[src/rtl/dma_read_sequencer.sv]
// Chunked DMA read sequencer: walks cfg_chunk_cnt chunks of cfg_chunk_len bytes
// starting at cfg_base_addr, stepping by cfg_stride, one DMA request at a time.
module dma_read_sequencer #(
  parameter int ADDR_W      = 32,
  parameter int LEN_W       = 26,
  parameter int CNT_W       = 16,
  parameter int TIMEOUT_CYC = 65535
) (
  input  logic              CLK,
  input  logic              RST,
  input  logic              start,
  input  logic              abort,
  input  logic [ADDR_W-1:0] cfg_base_addr,
  input  logic [LEN_W-1:0]  cfg_chunk_len,
  input  logic [ADDR_W-1:0] cfg_stride,
  input  logic [CNT_W-1:0]  cfg_chunk_cnt,
  input  logic              dma_idle,
  input  logic              dma_irq,
  output logic              dma_read_valid,
  output logic [ADDR_W-1:0] dma_sa_config,
  output logic [LEN_W-1:0]  dma_length_config,
  output logic              busy,
  output logic              done,
  output logic              error,
  output logic [CNT_W-1:0]  chunks_done
);

  localparam int TMO_W = (TIMEOUT_CYC < 2) ? 1 : $clog2(TIMEOUT_CYC + 1);
  localparam logic [TMO_W-1:0] TMO_LAST = TMO_W'(TIMEOUT_CYC - 1);

  typedef enum logic [2:0] {
    IDLE, WAIT_IDLE, ISSUE, WAIT_IRQ, NEXT, ERR
  } state_t;

  state_t            state_q;
  logic [ADDR_W-1:0] addr_q;
  logic [ADDR_W-1:0] stride_q;
  logic [LEN_W-1:0]  len_q;
  logic [CNT_W-1:0]  cnt_q;
  logic [CNT_W-1:0]  chunks_q;
  logic [TMO_W-1:0]  tmo_q;
  logic              irq_q;
  logic              valid_q;
  logic              busy_q;
  logic              done_q;
  logic              error_q;

  always_ff @(posedge CLK or posedge RST) begin
    if (RST) begin
      state_q  <= IDLE;
      addr_q   <= '0;
      stride_q <= '0;
      len_q    <= '0;
      cnt_q    <= '0;
      chunks_q <= '0;
      tmo_q    <= '0;
      irq_q    <= 1'b0;
      valid_q  <= 1'b0;
      busy_q   <= 1'b0;
      done_q   <= 1'b0;
      error_q  <= 1'b0;
    end else begin
      // irq history is kept in every state so a level that was already high
      // before the request went out never looks like a fresh completion
      irq_q   <= dma_irq;
      done_q  <= 1'b0;
      valid_q <= 1'b0;
      case (state_q)
        IDLE, ERR: begin
          if (start && !abort) begin
            addr_q   <= cfg_base_addr;
            stride_q <= cfg_stride;
            len_q    <= cfg_chunk_len;
            cnt_q    <= cfg_chunk_cnt;
            chunks_q <= '0;
            error_q  <= 1'b0;
            if (cfg_chunk_cnt == '0) begin
              state_q <= IDLE;
              done_q  <= 1'b1;
              busy_q  <= 1'b0;
            end else if (cfg_chunk_len == '0) begin
              state_q <= ERR;
              error_q <= 1'b1;
              busy_q  <= 1'b0;
            end else begin
              state_q <= WAIT_IDLE;
              busy_q  <= 1'b1;
            end
          end
        end
        default: begin
          if (abort) begin
            state_q <= IDLE;
            busy_q  <= 1'b0;
          end else begin
            case (state_q)
              WAIT_IDLE: begin
                if (dma_idle) begin
                  state_q <= ISSUE;
                  valid_q <= 1'b1;
                end
              end
              ISSUE: begin
                state_q <= WAIT_IRQ;
                tmo_q   <= '0;
              end
              WAIT_IRQ: begin
                if (dma_irq && !irq_q) begin
                  state_q <= NEXT;
                end else if (tmo_q == TMO_LAST) begin
                  state_q <= ERR;
                  error_q <= 1'b1;
                  busy_q  <= 1'b0;
                end else begin
                  tmo_q <= tmo_q + TMO_W'(1);
                end
              end
              NEXT: begin
                chunks_q <= chunks_q + CNT_W'(1);
                addr_q   <= addr_q + stride_q;
                if ((chunks_q + CNT_W'(1)) == cnt_q) begin
                  state_q <= IDLE;
                  done_q  <= 1'b1;
                  busy_q  <= 1'b0;
                end else begin
                  state_q <= WAIT_IDLE;
                end
              end
              default: begin
                state_q <= IDLE;
                busy_q  <= 1'b0;
              end
            endcase
          end
        end
      endcase
    end
  end

  assign dma_read_valid    = valid_q;
  assign dma_sa_config     = addr_q;
  assign dma_length_config = len_q;
  assign busy              = busy_q;
  assign done              = done_q;
  assign error             = error_q;
  assign chunks_done       = chunks_q;

endmodule

[config.mk]
export PLATFORM = sky130hd
export DESIGN_NAME = dma_read_sequencer
export DESIGN_NICKNAME = d
export VERILOG_FILES = /design/src/rtl/dma_read_sequencer.sv
export SDC_FILE = /design/constraint.sdc
export NUM_CORES = 1
export LEC_CHECK = 0
export BUFFER_PORTS_ARGS = -buffer_cell sky130_fd_sc_hd__buf_2
export CORE_ASPECT_RATIO = 0.7
export CORE_MARGIN = 1
export CORE_UTILIZATION = 44
export DETAILED_ROUTE_END_ITERATION = 8
export MAX_ROUTING_LAYER = met4
export PLACE_DENSITY = 0.7
export SLEW_MARGIN = 20
export SYNTH_ARGS = -nofsm -noshare
export SYNTH_HDL_FRONTEND = slang
export SYNTH_SLANG_ARGS = --single-unit
[constraint.sdc]
create_clock -name CLK -period 5.2 [get_ports CLK]
set_input_delay 0.52 -clock CLK [delete_from_list [all_inputs] [get_ports CLK]]
set_output_delay 0.52 -clock CLK [all_outputs]
set_load 0.03 [all_outputs]
# == Word level (Yosys, flattened, before mapping) ==
# Index checks and enable logic that the tools add are counted.
# totals
regBits,146
latchBits,0
mem_bits_rw,0
mem_bits_ro,0
inputBits,112
mem_count,0
# op_classes
addsub,3
n_mul,0
div,0
order_cmp,0
n_eq_ne,18
shift,0
muxes,48
n_bitwise,2
reduce_logical,19
# ops
operator,count
$mux W32,4
$mux W16,6
$add A16 B1 Y16 const B,2
$add A32 B32 Y32,1
$pmux W16 S2,1
$mux W1,27
$logic_not A26 Y1,1
$mux W3,8
$eq A16 B16 Y1,1
$eq A16 B16 Y1 const B,1
$logic_not A16 Y1,1
$reduce_and A5 Y1,3
$ne A4 B4 Y1 const B,3
$pmux W3 S4,1
$reduce_bool A2 Y1,4
$eq A3 B2 Y1 const B,2
$eq A3 B3 Y1 const B,2
$ne A2 B2 Y1 const B,3
$reduce_and A3 Y1,2
$ne A5 B5 Y1 const B,1
$ne A2 B1 Y1 const B,2
$ne A4 B3 Y1 const B,1
$reduce_or A2 Y1,2
$eq A3 B1 Y1 const B,1
other kinds (7),10

# == Depth between registers and ports, before layout ==
# Gate-level depths: netlist of run 1.
# depth
depth_word,6
ltp_mapped,12

# == Least setup slack after synthesis of run 1 ==
# OpenSTA, ideal clock, no wires.
# synth_path
path_type,register to register
startpoint,register addr_q[0] (netlist: dma_sa_config[0])
endpoint,register addr_q[30] (netlist: dma_sa_config[30])
setup_time_ns,0.077
arrival_ns,2.580
t_required_ns,5.123
slack_ns,2.542
stages_incl_launch_ff,13
n_path_buf,0
synth_period_minus_slack_ns,2.658
path_cell_list,dfrtp_1 -> ha_1 -> inv_1 -> fa_1 -> nor2b_1 -> o31a_1 -> o31ai_2 -> a21boi_2 -> a311oi_2 -> o21ai_0 -> a21oi_1 -> xor2_1 -> a21oi_1
# synth_between
elab_chain_cells,4
# synth_rtl
item,line_no,rtl
start: declaration,36,logic [ADDR_W-1:0] addr_q;
start signal: assignment,71,addr_q <= cfg_base_addr;
start signal: assignment,120,addr_q <= addr_q + stride_q;
$add A32 B32 Y32,120,
$mux W32,96,case (state_q)
$mux W32,92,if (abort) begin
$mux W32,68,case (state_q)
# No other way between the ends. The select of a mux whose other input is x is not followed.
# A chain may end at the register's enable or synchronous reset.

# == Final worst setup path of run 1 ==
# layout_path
startpoint,register addr_q[17] (netlist: dma_sa_config[17])
endpoint,register addr_q[31] (netlist: dma_sa_config[31])
# The elaborated chain is that of the path after synthesis.

==> reports/metrics.yaml, run 1 <==
die:
  row_count: 41
  dieArea_mm2: 0.01966
  fp.dieW_um: 167.2
  initial_utilization_pct: 45.74
  die_h_um: 117.6
  core-area_mm2: 0.01837
  io_pins: 190
clocking:
  clockBufferDepth: 2
  cts_buffers: 17
  cts_setup_buffers: 0
  cts_sinks: 146
  post_cts_resized: 0
  cts_tree: "yes"
  clk_pin_slew_worst_paths_ns: 0.07
  insertion_delay_ns: 0.43
  cts_root_buffer: "clkbuf_16"
  cts_hold_buf: 0
  htreeDepth: 4
critical_path:
  cpMaxStageDelayCell: "a211oi_1"
  cp-start-kind: "register"
  worstSetupPathType: "register to register"
  crit_family: "compound AO/OA/AOI/OAI gates"
  path_max_fanout: 8
  required_ns: 5.50
  critPathBufInv: 0
  cpMostUsedCell: "o21ai_0"
  cp_data_arrival_time_ns: 3.53
  end_kind: "register"
  crit_chain: "ha_1 > nand2_1 > o21ai_0 > nor4_1 > a211oi_1 > o21ai_1 > o31ai_1 > xor2_1 > o21ai_0 > o2bb2ai_1"
  slowest_delay_ns: 0.62
  cp_num_cells: 10
  worstRegToRegCells: 10
pwr:
  p_clk_share_pct: 19.3
  p_seq_share_pct: 26.5
  p_leak_nw: 4.993
  switching_share_pct: 46.38
  p_sw_mw: 3.327
  vdd_drop_max_mv: 0.3148
  power_density_mw_per_mm2: 702.0
  p_comb_share_pct: 54.1
  p_int_mw: 3.846
  power.total_mw: 7.173
logic_synthesis:
  syn_nets: 1164
  yosys.area.top_type: "dfrtp_1"
  synthTopCellsByCount: "288 x nand2_1, 146 x dfrtp_1, 74 x a21oi_1"
  async_flop_share_pct: 100.0
  synth_edf_count: 0
  seq_area_frac_synth_pct: 43.49
  synthFlopType: "dfrtp_1"
  syn_avg_cell_area_um2: 8.260
  syn_area_mm2: 0.008401
  yosysMostFrequentCell: "nand2_1"
  synthesis.instances: 1017
  synth_top_area_share_pct: 43.49
  ys_seq_elements: 146
  synth_warnings: 0
  ys_types: 69
  synth_area_leaders: "dfrtp_1 43%, nand2_1 13%, ha_1 5.1%"
cells_and_area:
  final_util_pct: 55.64
  final_area_mm2: 0.01022
  fillCellCount: 1759
  area_growth_pct: 21.64
  drive_gt1_share_pct: 21.08
  fin_nets: 1334
  insertedDiodeCount: 0
route:
  drtIter0Drc: 607
  vias: 7844
  vias_per_cell: 5.462
  final_antenna_net_count: 0
  wl_per_cell_um: 16.12
  dr.pass1.iters: 5
  drt-total-wl_um: 23150
  drcViolationCount: 0
grt:
  grt_overflow: 0
  grt_antenna_before_repair: 0
  grt_max_degree: 109
  grt.total_usage_pct: 25.05
  grt_pass1_wl_um: 38020
  grt_pass1_vias: 7277
sta:
  drv_slew: 0
  fmax_mhz: 310.0
  rsz0062_at_grt: "no"
  period_needed_ns: 3.226
  tightest_slew_ns: 0.9456
  hold_violations: 0
  max_slew_margin_pct: 36.72
  setup-violations-final: 0
  skew_ns: 0.01275
  fin_crit_sh_pct: 62.04
  setup_tns_ns: 0
placed_design:
  place_congestion: 0.9565
  numPortBuffers: 189
  hpwl_um: 16480
  placed_area_mm2: 0.009528
min_path:
  hp-class: "input pin to asynchronous set/reset pin"
job:
  maxCapViolCount: 0
status:
  run_status: "finished, final reports clean"
==> state kept, by name, indices dropped and copies added, names as in the netlist <==
signal,count
tmo_q,16
stride_q,32
chunks_done,16
busy,1
dma_length_config,26
irq_q,1
done,1
dma_read_valid,1
cnt_q,16
state_q,3
error,1
dma_sa_config,32
==> cell usage in the layout, fill, tap and decap left out, types with 11 or more instances in the layout <==
cell type / synthesis / final
or3_1: 16 / 16
nor2_1: 68 / 67
a21oi_1: 74 / 74
nand4_1: 11 / 11
xnor2_1: 30 / 30
dfrtp_1: 146 / 146
o21ai_0: 66 / 66
nor4_1: 12 / 12
ha_1: 34 / 34
nand3_1: 23 / 23
a31oi_1: 11 / 11
nor3_1: 17 / 17
xor2_1: 27 / 27
clkbuf_16: 0 / 17
nand2_1: 288 / 287
buf_2: 9 / 189
inv_1: 18 / 17
==> power groups by stage <==
| stage | logic, mW | registers, mW | clock network [mW] |
|---|---|---|---|
| 3_5_place_dp | 3.82 | 1.91 | 0 |
| 6_report | 3.88 | 1.90 | 1.39 |
| 5_1_grt | 4.30 | 1.96 | 1.47 |
| 2_1_floorplan | 2.50 | 2.25 | 0 |
| 4_1_cts | 3.85 | 1.90 | 1.41 |
| 3_3_place_gp | 3.77 | 1.91 | 0 |
==> cell type report <==
cell class / instances / area, um^2 / area share, %
multi-input combinational: 805 / 4493 / 43.97
sequential: 146 / 3654 / 35.75
timing repair buffer: 199 / 1041 / 10.19
clock buffer: 18 / 439.2 / 4.298
tap: 236 / 295.3 / 2.890
clock inverter: 14 / 224.0 / 2.192
inverter: 18 / 72.57 / 0.7102
==> metal layers <==
layer	wire, um	up-vias	global-route usage [%]
met5	0	-	-
met4	212	0	6.135
met3	1745	19	6.086
met2	9453	281	33.42
met1	11740	3687	37.51
li1	-	3857	-
==> final timing paths <==
kind,endpoint,slack (ns),from
setup / recovery,dma_sa_config[31],1.97,dma_sa_config[17]
hold / removal,dma_length_config[14],0.05,RST
setup reg to reg,dma_sa_config[31],1.97,dma_sa_config[17]
hold reg to reg,dma_length_config[3],0.48,dma_length_config[3]
max in group asynchronous,tmo_q[8],3.91,RST
min in group CLK,irq_q,0.24,dma_irq
==> metrics by stage <==
stage	setup slack [ns]	std cells	hold slack (ns)
after global routing	1.741	1436	0.05253
after global placement	2.154	1403	0.4542
after CTS	2.010	1435	0.2196
after detailed placement	2.050	1403	0.4616
final	1.974	1436	0.05016
after floorplan	0.7570	1017	0.4497
==> logic make-up (layout without fill, tap and decap cells) <==
family / Yosys count / count (layout) / synth area share (%)
AND/OR/NAND/NOR: 484 / 484 / 25.48
flip-flops: 146 / 146 / 43.49
buffers and inverters: 66 / 249 / 3.098
XOR/XNOR: 57 / 57 / 5.943
AO/OA/AOI/OAI: 226 / 226 / 16.31
adder cells (fa/ha/maj): 35 / 35 / 5.302
multiplexers: 3 / 3 / 0.3724
Power figures use the tool's default switching activity.
==> inputs of run 2 (changes only) <==
Settings changed: ABC_AREA from default to 1.
Clock period 5.2 ns to 3 ns, I/O delays scaled along.
==> reports/metrics.yaml, run 2 <==
status:
  run_status: "finished, final reports clean"
logic_synthesis:
  seq_area_frac_synth_pct: 41.17  # -2.3 points
  synthAdderAreaFrac_pct: 5.020  # -0.28 points
  synth_top_family_by_area: "simple AND/OR/NAND/NOR gates"
  ys_types: 46  # -33%
  synthTopCellsByCount: "418 x nand2_1, 146 x dfrtp_1, 139 x inv_1"
  synth_edf_count: 0  # unchanged
  synth_top_area_share_pct: 41.17  # -2.3 points
  synth-xor-area-share_pct: 1.833  # -4.1 points
  muxShareOfSynthArea_pct: 0  # -0.37 points
  yosysMostFrequentCell: "nand2_1"
  synth-compound-area-share_pct: 13.42  # -2.9 points
  synthesis.instances: 1251  # +23%
  syn_avg_cell_area_um2: 7.093  # -14%
  yosys.area_share.simple_pct: 30.94  # +5.5 points
  async_flop_share_pct: 100.0  # unchanged
  syn_nets: 1398  # +20%
  synth_area_leaders: "dfrtp_1 41%, nand2_1 18%, inv_1 5.9%"
  syn_area_mm2: 0.008874  # +5.6%
  synthFlopType: "dfrtp_1"
  synth_warnings: 0  # unchanged
  yosys.area.top_type: "dfrtp_1"
  ys_seq_elements: 146  # unchanged
route:
  wl_per_cell_um: 15.37  # -4.6%
  vias: 8893  # +13%
  dr.pass1.iters: 5  # unchanged
  vias_per_cell: 5.155  # -5.6%
  final_antenna_net_count: 0  # unchanged
  drt-total-wl_um: 26520  # +15%
  drtIter0Drc: 721  # +19%
  drcViolationCount: 0  # unchanged
grt:
  grt_max_degree: 97  # -11%
  grt_overflow: 0  # unchanged
  grt_pass1_vias: 8179  # +12%
  grt.total_usage_pct: 27.50  # +2.4 points
  grt_pass1_wl_um: 42640  # +12%
  grt_antenna_before_repair: 0  # unchanged
pwr:
  p_sw_mw: 6.201  # +86%
  vdd_drop_max_mv: 0.5803  # +84%
  p_clk_share_pct: 17.6  # -1.7 points
  p_seq_share_pct: 27.5  # +1.0 points
  p_leak_nw: 5.692  # +14%
  power_density_mw_per_mm2: 1152  # +64%
  switching_share_pct: 50.10  # +3.7 points
  p_comb_share_pct: 54.9  # +0.8 points
  p_int_mw: 6.175  # +61%
clocking:
  cts_root_buffer: "clkbuf_16"
  cts_sinks: 146  # unchanged
  clockBufferDepth: 2  # unchanged
  cts_buffers: 17  # unchanged
  insertion_delay_ns: 0.43  # about the same
  cts_tree: "yes"
  htreeDepth: 4  # unchanged
  cts_setup_buffers: 0  # unchanged
  clk_pin_slew_worst_paths_ns: 0.07  # about the same
placed_design:
  hpwl_um: 19860  # +20%
  numPortBuffers: 189  # unchanged
  dp.cells: 1691  # +21%
  place_congestion: 1.038  # +8.5%
critical_path:
  cp_data_arrival_time_ns: 2.93  # -0.60 ns
  end_kind: "register"
  worstSetupPathType: "register to register"
  cp-start-kind: "register"
  worstRegToRegCells: 12  # +2
  required_ns: 3.35  # -2.15 ns
  path_max_fanout: 4  # -4
min_path:
  hp-class: "input pin to register"
  whs_path_depth: 3
sta:
  fin_crit_sh_pct: 85.93  # +24 points
  drv_slew: 0  # unchanged
  setup-violations-final: 0  # unchanged
  rsz0062_at_grt: "no"
  period_needed_ns: 2.578  # -0.6482 ns
  fmax_mhz: 387.9  # +25%
  max_slew_margin_pct: 53.25  # +17 points
  skew_ns: 0.009803  # -0.002946 ns
  tightest_slew_ns: 0.7012  # -0.2444 ns
  hold_violations: 0  # unchanged
  setup_tns_ns: 0  # unchanged
die:
  fp.dieW_um: 171.7  # +2.7%
  initial_utilization_pct: 44.82  # -0.92 points
  core-area_mm2: 0.01980  # +7.8%
  io_pins: 190  # unchanged
  die_h_um: 120.8  # +2.7%
  dieArea_mm2: 0.02075  # +5.5%
  row_count: 43  # +4.9%
cells_and_area:
  instances_no_fill: 1725  # +20%
  area_growth_pct: 21.11
  insertedDiodeCount: 0  # unchanged
  layout_commonest_cell: "nand2_1"
  layout_common_cells: "418 x nand2_1, 189 x buf_2, 146 x dfrtp_1, 138 x inv_1, 117 x nor2_1"
  drive_gt1_share_pct: 18.01  # -3.1 points
  fin_nets: 1589  # +19%
job:
  maxCapViolCount: 0  # unchanged
[run 2: changes by cell type after synthesis, moves of 16 or more]
cell,delta
nor2_1,+49
o21ai_0,+36
or3_1,-16
inv_1,+121
clkbuf_1,-20
nand3_1,+27
nand2_1,+130
xnor2_1,-26
[run 2: path summary, 6_finish.rpt]
path	from	to	slack, ns
worst max-delay path	dma_sa_config[2]	dma_sa_config[25]	0.42
max in group asynchronous	RST	dma_sa_config[1]	1.57
worst max register to register	dma_sa_config[2]	dma_sa_config[25]	0.42
worst min register to register	dma_length_config[18]	dma_length_config[18]	0.47
worst min-delay path	cfg_stride[19]	stride_q[19]	0.05
min in group asynchronous	RST	dma_length_config[15]	0.50
[run 2: metrics by stage]
stage | power, mW | utilization [%] | hold WS [ns] | cell area [um^2] | setup WS, ns
3_3_place_gp | 10.01 | 51.18 | 0.4093 | 10130 | 0.5619
5_1_grt | 13.40 | 54.28 | 0.05195 | 10750 | 0.1469
6_report | 12.38 | 54.28 | 0.05494 | 10750 | 0.4222
2_1_floorplan | 8.105 | - | 0.3314 | 8877 | 0.5505
3_5_place_dp | 10.07 | 51.18 | 0.4038 | 10130 | 0.4997
4_1_cts | 12.30 | 54.28 | 0.04069 | 10750 | 0.4726
[run 2: final cells by class]
class | count | area [um^2]
clock buffers | 18 | 439.2
clock inverters | 14 | 153.9
fillers | 1955 | 9052
inverters | 142 | 536.8
multi-input cells | 931 | 4549
flip-flops and latches | 146 | 3654
well taps | 270 | 337.8
repair buffers | 204 | 1076
[run 2: critical path: stages, from the launching register on]
cell and delay (ns):
dfrtp_1 0.41, ha_1 0.34, nand3_1 0.10, nand3_1 0.14
nand2_1 0.07, nand2_1 0.21, inv_1 0.11, o21ai_0 0.48
nand2_1 0.10, o211ai_1 0.14, xor2_1 0.19, nor2_1 0.06
o21ai_0 0.15
[run 2: timing repair]
action / in CTS / in global routing
endpoints found under the hold margin: 25 / 0
hold buffers: 2 / 0
gates resized for setup: 0 / 0
endpoints found under the setup margin: 0 / 0
[run 2: routing by layer]
metal | vias to the layer above | wire, um | global-route usage (%) | part of all wire, %
li1 | 4444 | - | - | -
met1 | 4080 | 13670 | 42.43 | 52
met2 | 342 | 10290 | 35.83 | 39
met3 | 27 | 2244 | 6.219 | 8.5
met4 | 0 | 315 | 5.918 | 1.2
met5 | - | 0 | - | 0
[run 2: cells by family after synthesis]
kind of cell / Yosys count
compound gates: 220
flops: 146
xor+xnor: 17
buf+inv: 174
fa+ha+maj: 35
simple gates: 659
[run 2: power groups by stage]
stage                     Clock (mW)  Combinational, mW  Sequential [mW]
after global placement             0               6.62             3.40
final                           2.17               6.79             3.41
after detailed placement           0               6.66             3.41
after floorplan                    0               4.06             4.05
after global routing            2.28               7.61             3.50
after CTS                       2.19               6.71             3.40
